## config.mk

```make
export PLATFORM = sky130hd
export DESIGN_NAME = h80_uart_tx
export DESIGN_NICKNAME = d
export VERILOG_FILES = /design/src/rtl/h80_uart_tx_pkg.sv /design/src/rtl/h80_uart_tx_fifo.sv /design/src/rtl/h80_uart_tx.sv
export SDC_FILE = /design/constraint.sdc
export NUM_CORES = 1
export LEC_CHECK = 0
export CAP_MARGIN = 40
export CELL_PAD_IN_SITES_DETAIL_PLACEMENT = 1
export CELL_PAD_IN_SITES_GLOBAL_PLACEMENT = 2
export CORE_AREA = 3 3 131 133
export DETAILED_ROUTE_END_ITERATION = 7
export DIE_AREA = 0 0 134 136
export PLACE_DENSITY = 0.76
export SLEW_MARGIN = 20
export SYNTH_ARGS = -nofsm -noshare
export SYNTH_HDL_FRONTEND = slang
export SYNTH_HIERARCHICAL = 1
export SYNTH_SLANG_ARGS = --single-unit
```

## constraint.sdc

```tcl
create_clock -name clk -period 3.7 [get_ports clk]
set_clock_uncertainty 0.2 [all_clocks]
set_input_delay 0.74 -clock clk [delete_from_list [all_inputs] [get_ports clk]]
set_output_delay 0.74 -clock clk [all_outputs]
set_load 0.005 [all_outputs]
```

## src/rtl/h80_uart_tx_pkg.sv

```systemverilog
// -----------------------------------------------------------------------------
// h80_uart_pkg
// Shared types and helpers for the h80 UART transmit back-end.
//   uart_tx_state_t : transmitter FSM states (PARITY only reached when the
//                     H80_UART_TX_PARITY_EN build option is defined)
//   UART_DATA_BITS  : data bits per frame
//   uart_div()      : baud divisor rounded to nearest
// -----------------------------------------------------------------------------
package h80_uart_pkg;

    typedef enum logic [2:0] {
        IDLE,
        START,
        DATA,
        PARITY,
        STOP
    } uart_tx_state_t;

    localparam int UART_DATA_BITS = 8;

    // Clocks per bit, rounded to the nearest integer.
    function automatic int uart_div(input int clk_freq, input int baud);
        return (clk_freq + baud / 2) / baud;
    endfunction

endpackage

```

## src/rtl/h80_uart_tx_fifo.sv

```systemverilog
// -----------------------------------------------------------------------------
// h80_uart_tx_fifo
// Single-clock byte FIFO feeding the UART serializer.
// Ports:
//   clk, reset_n   : clock, synchronous active-low reset
//   push, wr_data  : write strobe and byte; ignored while full
//   pop            : read strobe; ignored while empty
//   rd_data        : head entry (valid while empty=0)
//   full, empty    : registered occupancy flags
//   level          : registered occupancy count
// -----------------------------------------------------------------------------
module h80_uart_tx_fifo #(
    parameter int FIFO_DEPTH = 16
) (
    input  logic                          clk,
    input  logic                          reset_n,
    input  logic                          push,
    input  logic [7:0]                    wr_data,
    input  logic                          pop,
    output logic [7:0]                    rd_data,
    output logic                          full,
    output logic                          empty,
    output logic [$clog2(FIFO_DEPTH):0]   level
);

    localparam int PW = $clog2(FIFO_DEPTH);
    localparam int LW = PW + 1;

    if (FIFO_DEPTH < 2 || (FIFO_DEPTH & (FIFO_DEPTH - 1)) != 0) begin : g_bad_depth
        $error("h80_uart_tx_fifo: FIFO_DEPTH must be a power of 2 and >= 2");
    end

    logic [7:0]    mem [FIFO_DEPTH];
    logic [PW-1:0] wr_ptr;
    logic [PW-1:0] rd_ptr;
    logic          do_push;
    logic          do_pop;
    logic [LW-1:0] level_n;

    assign do_push = push && !full;
    assign do_pop  = pop && !empty;
    assign rd_data = mem[rd_ptr];

    always_comb begin
        // NOTE: every always_comb output gets a default first so no path
        // leaves it unassigned, which would otherwise infer a latch.
        level_n = level;
        case ({do_push, do_pop})
            2'b10:   level_n = level + 1'b1;
            2'b01:   level_n = level - 1'b1;
            default: level_n = level;
        endcase
    end

    // NOTE: storage array has no reset; only pointers and flags define what
    // is valid, so clearing the data would add reset fan-out for nothing.
    always_ff @(posedge clk) begin
        if (do_push) begin
            mem[wr_ptr] <= wr_data;
        end
    end

    // NOTE: state registers use non-blocking assignment so every flop samples
    // pre-edge values regardless of statement order.
    always_ff @(posedge clk) begin
        if (!reset_n) begin
            wr_ptr <= '0;
            rd_ptr <= '0;
            level  <= '0;
            full   <= 1'b0;
            empty  <= 1'b1;
        end else begin
            // Pointers are exactly PW bits, so they wrap modulo FIFO_DEPTH.
            if (do_push) wr_ptr <= wr_ptr + 1'b1;
            if (do_pop)  rd_ptr <= rd_ptr + 1'b1;
            level <= level_n;
            full  <= (level_n == LW'(FIFO_DEPTH));
            empty <= (level_n == '0);
        end
    end

endmodule

```

## src/rtl/h80_uart_tx.sv

```systemverilog
// -----------------------------------------------------------------------------
// h80_uart_tx
// Buffered async serial transmitter for the h80 bus IO device. Bytes pushed
// by the IO decoder are queued and sent LSB first as 8N1 frames (8E1 when the
// H80_UART_TX_PARITY_EN macro is defined).
// Ports:
//   clk, reset_n : clock, synchronous active-low reset
//   wr_en        : one-cycle push strobe; wr_data is the byte
//   clr_ovf      : one-cycle pulse clearing ovf (a coincident drop wins)
//   full, empty  : FIFO occupancy flags
//   busy         : frame on the line or bytes still queued
//   level        : FIFO occupancy
//   ovf          : sticky, a push arrived while full and was dropped
//   uart_txp     : serial line, idles high, driven from a flop
// -----------------------------------------------------------------------------
module h80_uart_tx
    import h80_uart_pkg::*;
#(
    parameter int CLK_FREQ   = 27000000,
    parameter int BAUD_RATE  = 115200,
    parameter int FIFO_DEPTH = 16
) (
    input  logic                          clk,
    input  logic                          reset_n,
    input  logic                          wr_en,
    input  logic [7:0]                    wr_data,
    input  logic                          clr_ovf,
    output logic                          full,
    output logic                          empty,
    output logic                          busy,
    output logic [$clog2(FIFO_DEPTH):0]   level,
    output logic                          ovf,
    output logic                          uart_txp
);

    localparam int DIV = uart_div(CLK_FREQ, BAUD_RATE);
    localparam int CW  = (DIV < 2) ? 1 : $clog2(DIV);
    localparam logic [CW-1:0] DIV_LAST = CW'(DIV - 1);
    localparam logic [2:0]    LAST_BIT = 3'(UART_DATA_BITS - 1);

    if (DIV < 2) begin : g_bad_div
        $error("h80_uart_tx: baud divisor must be at least 2");
    end

    uart_tx_state_t state, state_n;
    logic [CW-1:0]  cnt, cnt_n;
    logic [2:0]     idx, idx_n;
    logic [7:0]     shift, shift_n;
    logic           txp_n;
    logic           ovf_n;
    logic           pop;
    logic [7:0]     rd_data;
    logic           tick;
`ifdef H80_UART_TX_PARITY_EN
    logic           par, par_n;
`endif

    h80_uart_tx_fifo #(
        .FIFO_DEPTH (FIFO_DEPTH)
    ) u_fifo (
        .clk     (clk),
        .reset_n (reset_n),
        .push    (wr_en),
        .wr_data (wr_data),
        .pop     (pop),
        .rd_data (rd_data),
        .full    (full),
        .empty   (empty),
        .level   (level)
    );

    assign tick = (cnt == '0);
    assign busy = (state != IDLE) || !empty;

    always_comb begin
        state_n = state;
        cnt_n   = cnt;
        idx_n   = idx;
        shift_n = shift;
        txp_n   = uart_txp;
        pop     = 1'b0;
`ifdef H80_UART_TX_PARITY_EN
        par_n   = par;
`endif

        // Set wins over clear when a dropped push coincides with clr_ovf.
        ovf_n = ovf;
        if (wr_en && full) ovf_n = 1'b1;
        else if (clr_ovf)  ovf_n = 1'b0;

        if (!tick) cnt_n = cnt - 1'b1;

        case (state)
            IDLE: begin
                txp_n = 1'b1;
                if (!empty) begin
                    pop     = 1'b1;
                    shift_n = rd_data;
`ifdef H80_UART_TX_PARITY_EN
                    par_n   = ^rd_data;
`endif
                    cnt_n   = DIV_LAST;
                    txp_n   = 1'b0;
                    state_n = START;
                end
            end
            START: begin
                if (tick) begin
                    cnt_n   = DIV_LAST;
                    idx_n   = '0;
                    txp_n   = shift[0];
                    state_n = DATA;
                end
            end
            DATA: begin
                if (tick) begin
                    cnt_n = DIV_LAST;
                    if (idx == LAST_BIT) begin
`ifdef H80_UART_TX_PARITY_EN
                        txp_n   = par;
                        state_n = PARITY;
`else
                        txp_n   = 1'b1;
                        state_n = STOP;
`endif
                    end else begin
                        idx_n   = idx + 1'b1;
                        shift_n = shift >> 1;
                        txp_n   = shift[1];
                    end
                end
            end
`ifdef H80_UART_TX_PARITY_EN
            PARITY: begin
                if (tick) begin
                    cnt_n   = DIV_LAST;
                    txp_n   = 1'b1;
                    state_n = STOP;
                end
            end
`endif
            STOP: begin
                if (tick) begin
                    // Chain straight into the next start bit when data waits.
                    if (!empty) begin
                        pop     = 1'b1;
                        shift_n = rd_data;
`ifdef H80_UART_TX_PARITY_EN
                        par_n   = ^rd_data;
`endif
                        cnt_n   = DIV_LAST;
                        txp_n   = 1'b0;
                        state_n = START;
                    end else begin
                        txp_n   = 1'b1;
                        state_n = IDLE;
                    end
                end
            end
            default: begin
                txp_n   = 1'b1;
                state_n = IDLE;
            end
        endcase
    end

    always_ff @(posedge clk) begin
        if (!reset_n) begin
            state    <= IDLE;
            cnt      <= '0;
            idx      <= '0;
            shift    <= '0;
            uart_txp <= 1'b1;
            ovf      <= 1'b0;
`ifdef H80_UART_TX_PARITY_EN
            par      <= 1'b0;
`endif
        end else begin
            state    <= state_n;
            cnt      <= cnt_n;
            idx      <= idx_n;
            shift    <= shift_n;
            uart_txp <= txp_n;
            ovf      <= ovf_n;
`ifdef H80_UART_TX_PARITY_EN
            par      <= par_n;
`endif
        end
    end

endmodule

```

==> results of run 1 <==
==> flip-flops by register name, indices dropped and copies added (netlist names), named ones only <==
| register | flops |
|---|---|
| u_fifo/mem | 128 |
| cnt | 8 |
| shift | 8 |
| u_fifo/level | 5 |
| u_fifo/rd_ptr | 4 |
| u_fifo/wr_ptr | 4 |
| idx | 3 |
| state | 3 |
| ovf | 1 |
| u_fifo/empty | 1 |
| u_fifo/full | 1 |
| uart_txp | 1 |
==> power groups by stage <==
stage          logic, mW  registers [mW]  clock network, mW
2_1_floorplan       1.04            2.35                  0
3_3_place_gp        1.33            2.37                  0
3_5_place_dp        1.36            2.39                  0
4_1_cts             1.37            2.34               1.90
5_1_grt             1.52            2.38               1.97
6_report            1.37            2.35               1.85
==> kinds of logic (layout without fill, tap and decap cells) <==
family          after synthesis  in the layout  share of synthesized area (%)
compound gates               69             69                           6.63
xor+xnor                     13             13                           1.54
fa+ha+maj                    11             11                           1.86
buf+inv                      39             87                           2.97
flops                       171            171                           63.4
mux                          50             50                           14.7
simple gates                117            117                           8.86
==> cell usage after synthesis (all sizes together) (3+ instances only) <==
cell type and count:
mux2i 10, xor2 7, nor4 4, o31ai 4
o311a 7, or2 4, a21oi 19, ha 11
nor2b 7, or4 4, nor3b 3, buf 15
xnor2 6, inv 11, nand3 4, dfxtp 43
edfxtp 128, nand2b 15, nor2 28, o21ai 14
clkbuf 13, nand4 4, nor3 11, nand2 18
mux4 40
==> worst paths after layout <==
kind | startpoint | slack (ns) | end | cells past startpoint
worst max-delay path | cnt[0] | 0.35 | u_fifo/full | 15
worst min-delay path | shift[7] | 0.28 | shift[7] | 2
worst max register to register | cnt[0] | 0.35 | u_fifo/full | 15
worst min register to register | shift[7] | 0.28 | shift[7] | 2
==> layout make-up <==
type	instances	share of cell area (%)
timing repair buffer	44	4.62
sequential	171	55.0
inverter	11	0.483
clock buffer	17	4.97
clock inverter	15	2.46
tap	216	3.16
multi-input combinational	260	29.3
==> critical path, cell delays in order (launching register included) <==
cell	delay, ns
sky130_fd_sc_hd__dfxtp_1	0.34
sky130_fd_sc_hd__inv_1	0.07
sky130_fd_sc_hd__ha_1	0.23
sky130_fd_sc_hd__nor3b_4	0.30
sky130_fd_sc_hd__nand2_1	0.12
sky130_fd_sc_hd__a21oi_1	0.18
sky130_fd_sc_hd__nand2b_1	0.18
sky130_fd_sc_hd__inv_2	0.19
sky130_fd_sc_hd__nand2_1	0.09
sky130_fd_sc_hd__xnor2_1	0.14
sky130_fd_sc_hd__ha_1	0.21
sky130_fd_sc_hd__nor4b_1	0.28
sky130_fd_sc_hd__nand3_1	0.12
sky130_fd_sc_hd__a31oi_1	0.20
sky130_fd_sc_hd__xor2_1	0.22
sky130_fd_sc_hd__nor3b_1	0.20
==> what timing repair did <==
item,in CTS,in global routing
hold endpoints to repair,0,0
endpoints found under the setup margin,0,4
resized for setup,0,3
==> stage by stage <==
step                utilization, %  setup WS, ns  hold WS (ns)  instance area (sq um)  instances
finish                        53.7         0.346         0.278                   8560        734
global placement              49.4         0.375         0.268                   7880        699
floorplan                        -         0.631         0.238                   7420        470
CTS                           53.4         0.152         0.284                   8520        731
detailed placement            49.4         0.187         0.272                   7880        699
global route                  53.7        0.0193         0.287                   8560        734
==> per-layer routing <==
metal / vias to the layer above / part of all wire, % / track usage (%)
li1: 1948 / - / -
met1: 2133 / 48 / 25.4
met2: 47 / 48 / 28.9
met3: 11 / 2.9 / 4.11
met4: 0 / 0.93 / 4.74
met5: - / 0 / 0
==> impl_metrics.tcl, run 1 <==
set metrics [dict create \
    run_status "completed" \
    ff_latch_count_synth 171 \
    finalPower_mw 5.57 \
    postSynth.topFlopCell "sky130_fd_sc_hd__edfxtp_1" \
    leakage_nw 2.88 \
    nFillCells 1508 \
    start_util_pct 46.5 \
    cts_made_buffers 17 \
    clk_latency_ns 0.43 \
    detailedRoute.firstPassIterationCount 4 \
    floorplan.core_area_sq_um 15900 \
    final-hold-violation-count 0 \
    netSwitchingPower_mw 1.73 \
    post-route-min-period_ns 3.35 \
    clkTransAtPathRegs_ns 0.07 \
    max-slew-margin-rel_pct 45.4 \
    layout.cells.most_common "sky130_fd_sc_hd__edfxtp_1" \
    holdBufCountCts 0 \
    count_of_port_buffers_added_during_placement 21 \
    grt_antenna_before_repair 0 \
    vias_per_cell 5.64 \
    drt-total-wl_microns 15400 \
    share_seq_of_total_power_pct 42.2 \
    dp_hpwl_microns 10300 \
    max-vdd-ir-drop_v 0.000432 \
    netlist.area_leader.share_pct 51.8 \
    die_h_microns 136 \
    number_of_vias_in_the_routed_layout 4139 \
    hold_path.class "reg -> reg" \
    grt_pass1_vias 4407 \
    final_worst_path_cycle_share_pct 90.6 \
    mostFrequentLayoutCells "sky130_fd_sc_hd__edfxtp_1 (128), sky130_fd_sc_hd__dfxtp_1 (42), sky130_fd_sc_hd__nor2_1 (27)" \
    grt_first_pass_wirelength_microns 24900 \
    boundary_pins 22 \
    globalRouteTotalUtil_pct 18.1 \
    worstPathMaxFanout 9 \
    setup_repair_after_global_routing_missed_its_margin "false" \
    cts_max_path_buffers 2 \
    worstMarginPinSlew_ns 0.816 \
    worstPathRequired_ns 3.85 \
    antennaDiodeCount 0 \
    area_delta_synth_final_pct 15.4 \
    max_cap_violations 0 \
    first_iter_violations 434 \
    netlist-cell-type-count 62 \
    maximum_number_of_pins_on_one_net_before_global_route_repair 33 \
    report.final.setup_viol 0 \
    power_share_of_the_clock_group_pct 33.1 \
    synthesis.area_sq_um 7420 \
    route.antenna.remaining_nets 0 \
    clock-sinks 171 \
    fraction_of_layout_cells_with_a_size_suffix_above_1_pct 16.6 \
    synth.top_cells.by_area "sky130_fd_sc_hd__edfxtp_1 (52%), sky130_fd_sc_hd__dfxtp_1 (12%), sky130_fd_sc_hd__mux4_1 (8.5%), sky130_fd_sc_hd__mux4_2 (4.9%), sky130_fd_sc_hd__ha_1 (1.9%)" \
    fmaxAchievable_mhz 298 \
    synth_cells 470 \
    ys_warn_count 6 \
    flip_flop_and_latch_area_sq_um 4710 \
    fin_nets 528 \
    crit_path_start_kind "register" \
    power_frac_comb_pct 24.6 \
    worstSetupEndpointType "register" \
    power.internal_mw 3.84 \
    tritoncts "done" \
    post_synth.cell_area_avg_sq_um 15.8 \
    ys_async_sr_fraction_pct 0 \
    drt_drc_violations_left 0 \
    syn_nets 493 \
    core.rowCount 46 \
    slew_viol_final 0 \
    sw_frac_of_total_pct 31.0 \
    synth_top_area_cell "sky130_fd_sc_hd__edfxtp_1" \
    gr-total-overflow 0 \
    post_drt_wl_per_cell_microns 20.9 \
    multiInputGateArea_sq_um 2510 \
    root_buffer "sky130_fd_sc_hd__clkbuf_16" \
    htree_levels 4 \
    timing.setup.critical_path_class "reg -> reg" \
    cp.arrival_ns 3.50 \
    sequential_element_share_of_the_synthesized_area_pct 63.4 \
    die_area_sq_um 18200 \
    finalSetupTns_ns 0 \
    power.density_nw_per_um2 651 \
    post-cts-setup-buffer-count 0 \
    finalWeightedCongestion 0.770 \
    synth-edff-count 128 \
    die_width_microns 134 \
]
Power figures use the tool's default switching activity.
==> run 2, diff against run 1 <==
RECOVER_POWER = 100   (was not set)
SETUP_SLACK_MARGIN = 0.1   (was not set)
==> impl_metrics.tcl, run 2 (synthesis results as in run 1) <==
set metrics [dict create \
    slew_viol_final 0 \
    post-route-min-period_ns 3.35 \
    final-hold-violation-count 0 \
    start_util_pct 46.5 \
    largest_register_ff_count 128 \
    root_buffer "sky130_fd_sc_hd__clkbuf_16" \
    layout.cells.most_common "sky130_fd_sc_hd__edfxtp_1" \
    hold_path.startpoint "shift[7]" \
    min_path_cells 2 \
    mostFrequentLayoutCells "sky130_fd_sc_hd__edfxtp_1 (128), sky130_fd_sc_hd__dfxtp_1 (42), sky130_fd_sc_hd__nor2_1 (27)" \
    power.density_nw_per_um2 652 \
    worstPathMaxFanout 6 \
    cts_made_buffers 17 \
    cp.buffers_inverters 3 \
    gr-total-overflow 0 \
    vias_per_cell 5.62 \
    area_delta_synth_final_pct 14.6 \
    holdBufCountCts 0 \
    fin_nets 532 \
    finalSetupTns_ns 0 \
    core.rowCount 46 \
    worstMarginPinSlew_ns 1.27 \
    nFillCells 1522 \
    worstSetupEndpointType "register" \
    clkTransAtPathRegs_ns 0.07 \
    first_iter_violations 375 \
    max-vdd-ir-drop_v 0.000431 \
    globalRouteTotalUtil_pct 18.1 \
    grt_first_pass_wirelength_microns 24900 \
    die_area_sq_um 18200 \
    die_width_microns 134 \
    final_worst_path_cycle_share_pct 90.6 \
    grt_pass1_vias 4407 \
    boundary_pins 22 \
    top_regs "u_fifo/mem: 128 flops, cnt: 8 flops, shift: 8 flops" \
    max_cap_violations 0 \
    worstHoldEndpoint "shift[7]" \
    worstPathRequired_ns 3.85 \
    dp_hpwl_microns 10300 \
    worst-path-stages 14 \
    crit_chain "inv_1 > ha_1 > nor3b_4 > nand2_1 > a21oi_1 > nand2b_1 > inv_2 > clkbuf_4 > ha_1 > nand2b_1 > or2_1 > o31ai_1 > o2111ai_1 > nor3b_1" \
    detailedRoute.firstPassIterationCount 4 \
    grt_antenna_before_repair 0 \
    drt_drc_violations_left 0 \
    die_h_microns 136 \
    antennaDiodeCount 0 \
    r2r-start "cnt[0]" \
    clock-sinks 171 \
    reg2reg_depth 14 \
    count_of_port_buffers_added_during_placement 21 \
    regMostFlops "u_fifo/mem" \
    timing.setup.critical_path_class "reg -> reg" \
    hold_path.class "reg -> reg" \
    destination_of_the_worst_register_to_register_timing_path "u_fifo/full" \
    setup_repair_after_global_routing_missed_its_margin "false" \
    cp.arrival_ns 3.50 \
    drt-total-wl_microns 15500 \
    placedInstanceArea_sq_um 7880 \
    post_drt_wl_per_cell_microns 21.1 \
    critPathSlowestCell "sky130_fd_sc_hd__dfxtp_1" \
    stage_delay_of_the_slowest_cell_on_the_critical_path_ns 0.34 \
    leakage_nw 2.85 \
    max-slew-margin-rel_pct 14.4 \
    htree_levels 4 \
    crit_path_start_kind "register" \
    finalWeightedCongestion 0.770 \
    timing.reg2reg.setup_slack_ns 0.35 \
    number_of_vias_in_the_routed_layout 4146 \
    crit_family "simple AND/OR/NAND/NOR gates" \
    fmaxAchievable_mhz 298 \
    route.antenna.remaining_nets 0 \
    run_status "completed" \
    maximum_number_of_pins_on_one_net_before_global_route_repair 33 \
    clk_latency_ns 0.43 \
    stdcell_area_sq_um 8500 \
    cts_max_path_buffers 2 \
    report.final.setup_viol 0 \
    fin_util_pct 53.3 \
    tritoncts "done" \
    fraction_of_layout_cells_with_a_size_suffix_above_1_pct 13.8 \
    floorplan.core_area_sq_um 15900 \
    fin_worst_hold_slack_ns 0.278 \
]
run 2: stage by stage:
step	setup slack, ns	total power [mW]	instances
6_report	0.349	5.54	738
2_1_floorplan	0.631	3.39	470
3_3_place_gp	0.375	3.70	699
3_5_place_dp	0.187	3.75	699
4_1_cts	0.152	5.61	731
5_1_grt	0.0458	5.83	738
run 2: per-layer routing:
layer	global-route usage [%]	vias to the layer above	share of wire (%)
li1	-	1954	-
met1	25.4	2128	48
met2	28.9	53	49
met3	4.11	11	2.7
met4	4.74	0	0.91
met5	0	-	0
run 2: cell type report:
cell class	instances	area [sq um]	share of cell area, %
Sequential cell	171	4710	55.4
Multi-Input combinational cell	260	2480	29.2
Clock buffer	17	425	5.00
Timing Repair Buffer	48	365	4.30
Tap cell	216	270	3.18
Clock inverter	15	210	2.47
Inverter	11	41.3	0.486
run 2: worst max-delay path by stage:
stage	from	endpoint
global placement	cnt[0]	u_fifo/full
detailed placement	cnt[0]	u_fifo/full
floorplan	cnt[0]	u_fifo/full
global route	cnt[0]	u_fifo/full
finish	cnt[0]	u_fifo/full
CTS	cnt[0]	u_fifo/full
run 2: worst register-to-register path: stages (launching register included):
cell and delay, ns:
sky130_fd_sc_hd__dfxtp_1 0.34, sky130_fd_sc_hd__inv_1 0.07, sky130_fd_sc_hd__ha_1 0.23, sky130_fd_sc_hd__nor3b_4 0.26
sky130_fd_sc_hd__nand2_1 0.11, sky130_fd_sc_hd__a21oi_1 0.18, sky130_fd_sc_hd__nand2b_1 0.19, sky130_fd_sc_hd__inv_2 0.17
sky130_fd_sc_hd__clkbuf_4 0.15, sky130_fd_sc_hd__ha_1 0.30, sky130_fd_sc_hd__nand2b_1 0.19, sky130_fd_sc_hd__or2_1 0.23
sky130_fd_sc_hd__o31ai_1 0.23, sky130_fd_sc_hd__o2111ai_1 0.22, sky130_fd_sc_hd__nor3b_1 0.21
run 2: what timing repair did:
| item | in CTS | in global routing |
|---|---|---|
| endpoints found under the setup margin | 0 | 4 |
| setup buffers | 0 | 4 |
| resized for setup | 0 | 3 |
run 2: power breakdown:
group	internal [mW]	switching, mW	total [mW]
clock network	0.989	0.860	1.85
registers	2.21	0.131	2.35
logic	0.618	0.725	1.34
==> run 3, diff against run 2 <==
PLACE_DENSITY = 0.9   (was 0.76)
==> impl_metrics.tcl, run 3 (synthesis results as in run 1) <==
set metrics [dict create \
    grt_pass1_vias 4514 \
    critPathLaunch "cnt[0]" \
    floorplan.core_area_sq_um 15900 \
    post-route-min-period_ns 3.35 \
    nFillCells 1516 \
    top_regs "u_fifo/mem: 128 flops, cnt: 8 flops, shift: 8 flops" \
    crit_chain "inv_1 > ha_1 > nor3b_4 > nand2_1 > a21oi_1 > nand2b_2 > inv_4 > nand2_1 > xnor2_1 > ha_1 > a21oi_1 > a21boi_2 > o21ba_1 > o2111ai_1 > nor3b_1" \
    stdcell_area_sq_um 8470 \
    max_cap_violations 0 \
    first_iter_violations 276 \
    route.antenna.remaining_nets 0 \
    clkTransAtPathRegs_ns 0.07 \
    clock-sinks 171 \
    finalWeightedCongestion 0.813 \
    final-hold-violation-count 0 \
    largest_register_ff_count 128 \
    timing.setup.critical_path_class "reg -> reg" \
    maximum_number_of_pins_on_one_net_before_global_route_repair 33 \
    leakage_nw 2.82 \
    finalSetupTns_ns 0 \
    cp.arrival_ns 3.50 \
    boundary_pins 22 \
    start_util_pct 46.5 \
    core.rowCount 46 \
    power.density_nw_per_um2 651 \
    clk_latency_ns 0.43 \
    worstPathRequired_ns 3.85 \
    die_width_microns 134 \
    stage_delay_of_the_slowest_cell_on_the_critical_path_ns 0.35 \
    gr-total-overflow 0 \
    setup_repair_after_global_routing_missed_its_margin "false" \
    r2r-start "cnt[0]" \
    max-slew-margin-rel_pct 27.6 \
    critPathSlowestCell "sky130_fd_sc_hd__dfxtp_1" \
    global_routing_met1_resource_utilization_pct 22.6 \
    drt-total-wl_microns 15500 \
    placedInstanceArea_sq_um 7880 \
    worstPathMaxFanout 9 \
    grt_first_pass_wirelength_microns 24900 \
    fraction_of_layout_cells_with_a_size_suffix_above_1_pct 13.4 \
    globalRouteTotalUtil_pct 18.0 \
    number_of_vias_in_the_routed_layout 4236 \
    vias_per_cell 5.79 \
    hold_path.class "reg -> reg" \
    globalRoute.busiestLayer "met2" \
    worstSetupEndpointType "register" \
    fmaxAchievable_mhz 298 \
    finalPower_mw 5.52 \
    antennaDiodeCount 0 \
    hold_path.startpoint "shift[7]" \
    cts_max_path_buffers 2 \
    final_worst_path_cycle_share_pct 90.7 \
    layout.cells.most_common "sky130_fd_sc_hd__edfxtp_1" \
    crit_path_start_kind "register" \
    report.final.setup_viol 0 \
    grt_antenna_before_repair 0 \
    cts_made_buffers 17 \
    dp_hpwl_microns 10600 \
    count_of_port_buffers_added_during_placement 21 \
    root_buffer "sky130_fd_sc_hd__clkbuf_16" \
    grtUsageMet3_pct 4.15 \
    worstMarginPinSlew_ns 1.08 \
    run_status "completed" \
    die_h_microns 136 \
    post_drt_wl_per_cell_microns 21.2 \
    detailedRoute.firstPassIterationCount 5 \
    die_area_sq_um 18200 \
    htree_levels 4 \
    area_delta_synth_final_pct 14.2 \
    use_met2_pct 31.6 \
    crit_family "compound AO/OA/AOI/OAI gates" \
    slew_viol_final 0 \
    drt_drc_violations_left 0 \
    mostFrequentLayoutCells "sky130_fd_sc_hd__edfxtp_1 (128), sky130_fd_sc_hd__dfxtp_1 (43), sky130_fd_sc_hd__nor2_1 (27)" \
    regMostFlops "u_fifo/mem" \
    fin_nets 526 \
    tritoncts "done" \
    max-vdd-ir-drop_v 0.000379 \
    cp.buffers_inverters 2 \
]
run 3: changes by cell type in the layout (fill, tap and decap cells not counted), moves of 2 or more:
cell | previous run | this run
sky130_fd_sc_hd__nor3_2 | 0 | 2
sky130_fd_sc_hd__inv_8 | 5 | 3
sky130_fd_sc_hd__buf_4 | 9 | 6
sky130_fd_sc_hd__inv_12 | 0 | 4
run 3: worst reg2reg max path, delay by kind of cell (launching register included):
family                     cells  cell delay, ns
adders and majority gates      2            0.45
AOI/OAI and AO/OA              5            1.07
DFF                            1            0.35
and+or+nand+nor                5            0.88
buffers and inverters          2            0.21
xor gates and xnor gates       1            0.13
run 3: cell type report:
type | count | area (sq um) | area share, %
sequential | 171 | 4700 | 55.5
multi-input combinational | 260 | 2500 | 29.5
clock buffer | 17 | 425 | 5.02
timing repair buffer | 42 | 312 | 3.68
tap | 216 | 270 | 3.19
clock inverter | 15 | 218 | 2.57
inverter | 11 | 43.8 | 0.517
run 3: report_power, final:
| group | leakage (nW) | switching [mW] | internal (mW) |
|---|---|---|---|
| combinational | 1.01 | 0.722 | 0.598 |
| sequential | 1.51 | 0.130 | 2.21 |
| clock | 0.310 | 0.900 | 0.952 |
run 3: timing repair:
| item | in CTS | in global routing |
|---|---|---|
| hold buffers | 0 | 0 |
| setup buffers | 0 | 0 |
| setup endpoints to repair | 2 | 3 |
| resized for setup | 1 | 6 |
run 3: stage by stage:
stage | hold WS, ns | instances | utilization [%] | setup WS (ns)
final | 0.283 | 732 | 53.1 | 0.345
after global routing | 0.314 | 732 | 53.1 | 0.0754
after CTS | 0.294 | 732 | 53.5 | 0.242
after detailed placement | 0.284 | 700 | 49.4 | 0.102
after global placement | 0.264 | 700 | 49.4 | 0.453
after floorplan | 0.238 | 470 | - | 0.631
run 3: worst paths after layout:
kind | endpoint | slack, ns | cells after the start
worst min register to register | shift[7] | 0.28 | 2
worst min-delay path | shift[7] | 0.28 | 2
worst max-delay path | u_fifo/full | 0.35 | 15
worst max register to register | u_fifo/full | 0.35 | 15
run 3: metal layers:
metal / vias up / part of all wire, %
li1: 1933 / -
met1: 2208 / 44
met2: 81 / 52
met3: 14 / 3.3
met4: 0 / 1.1
met5: - / 0
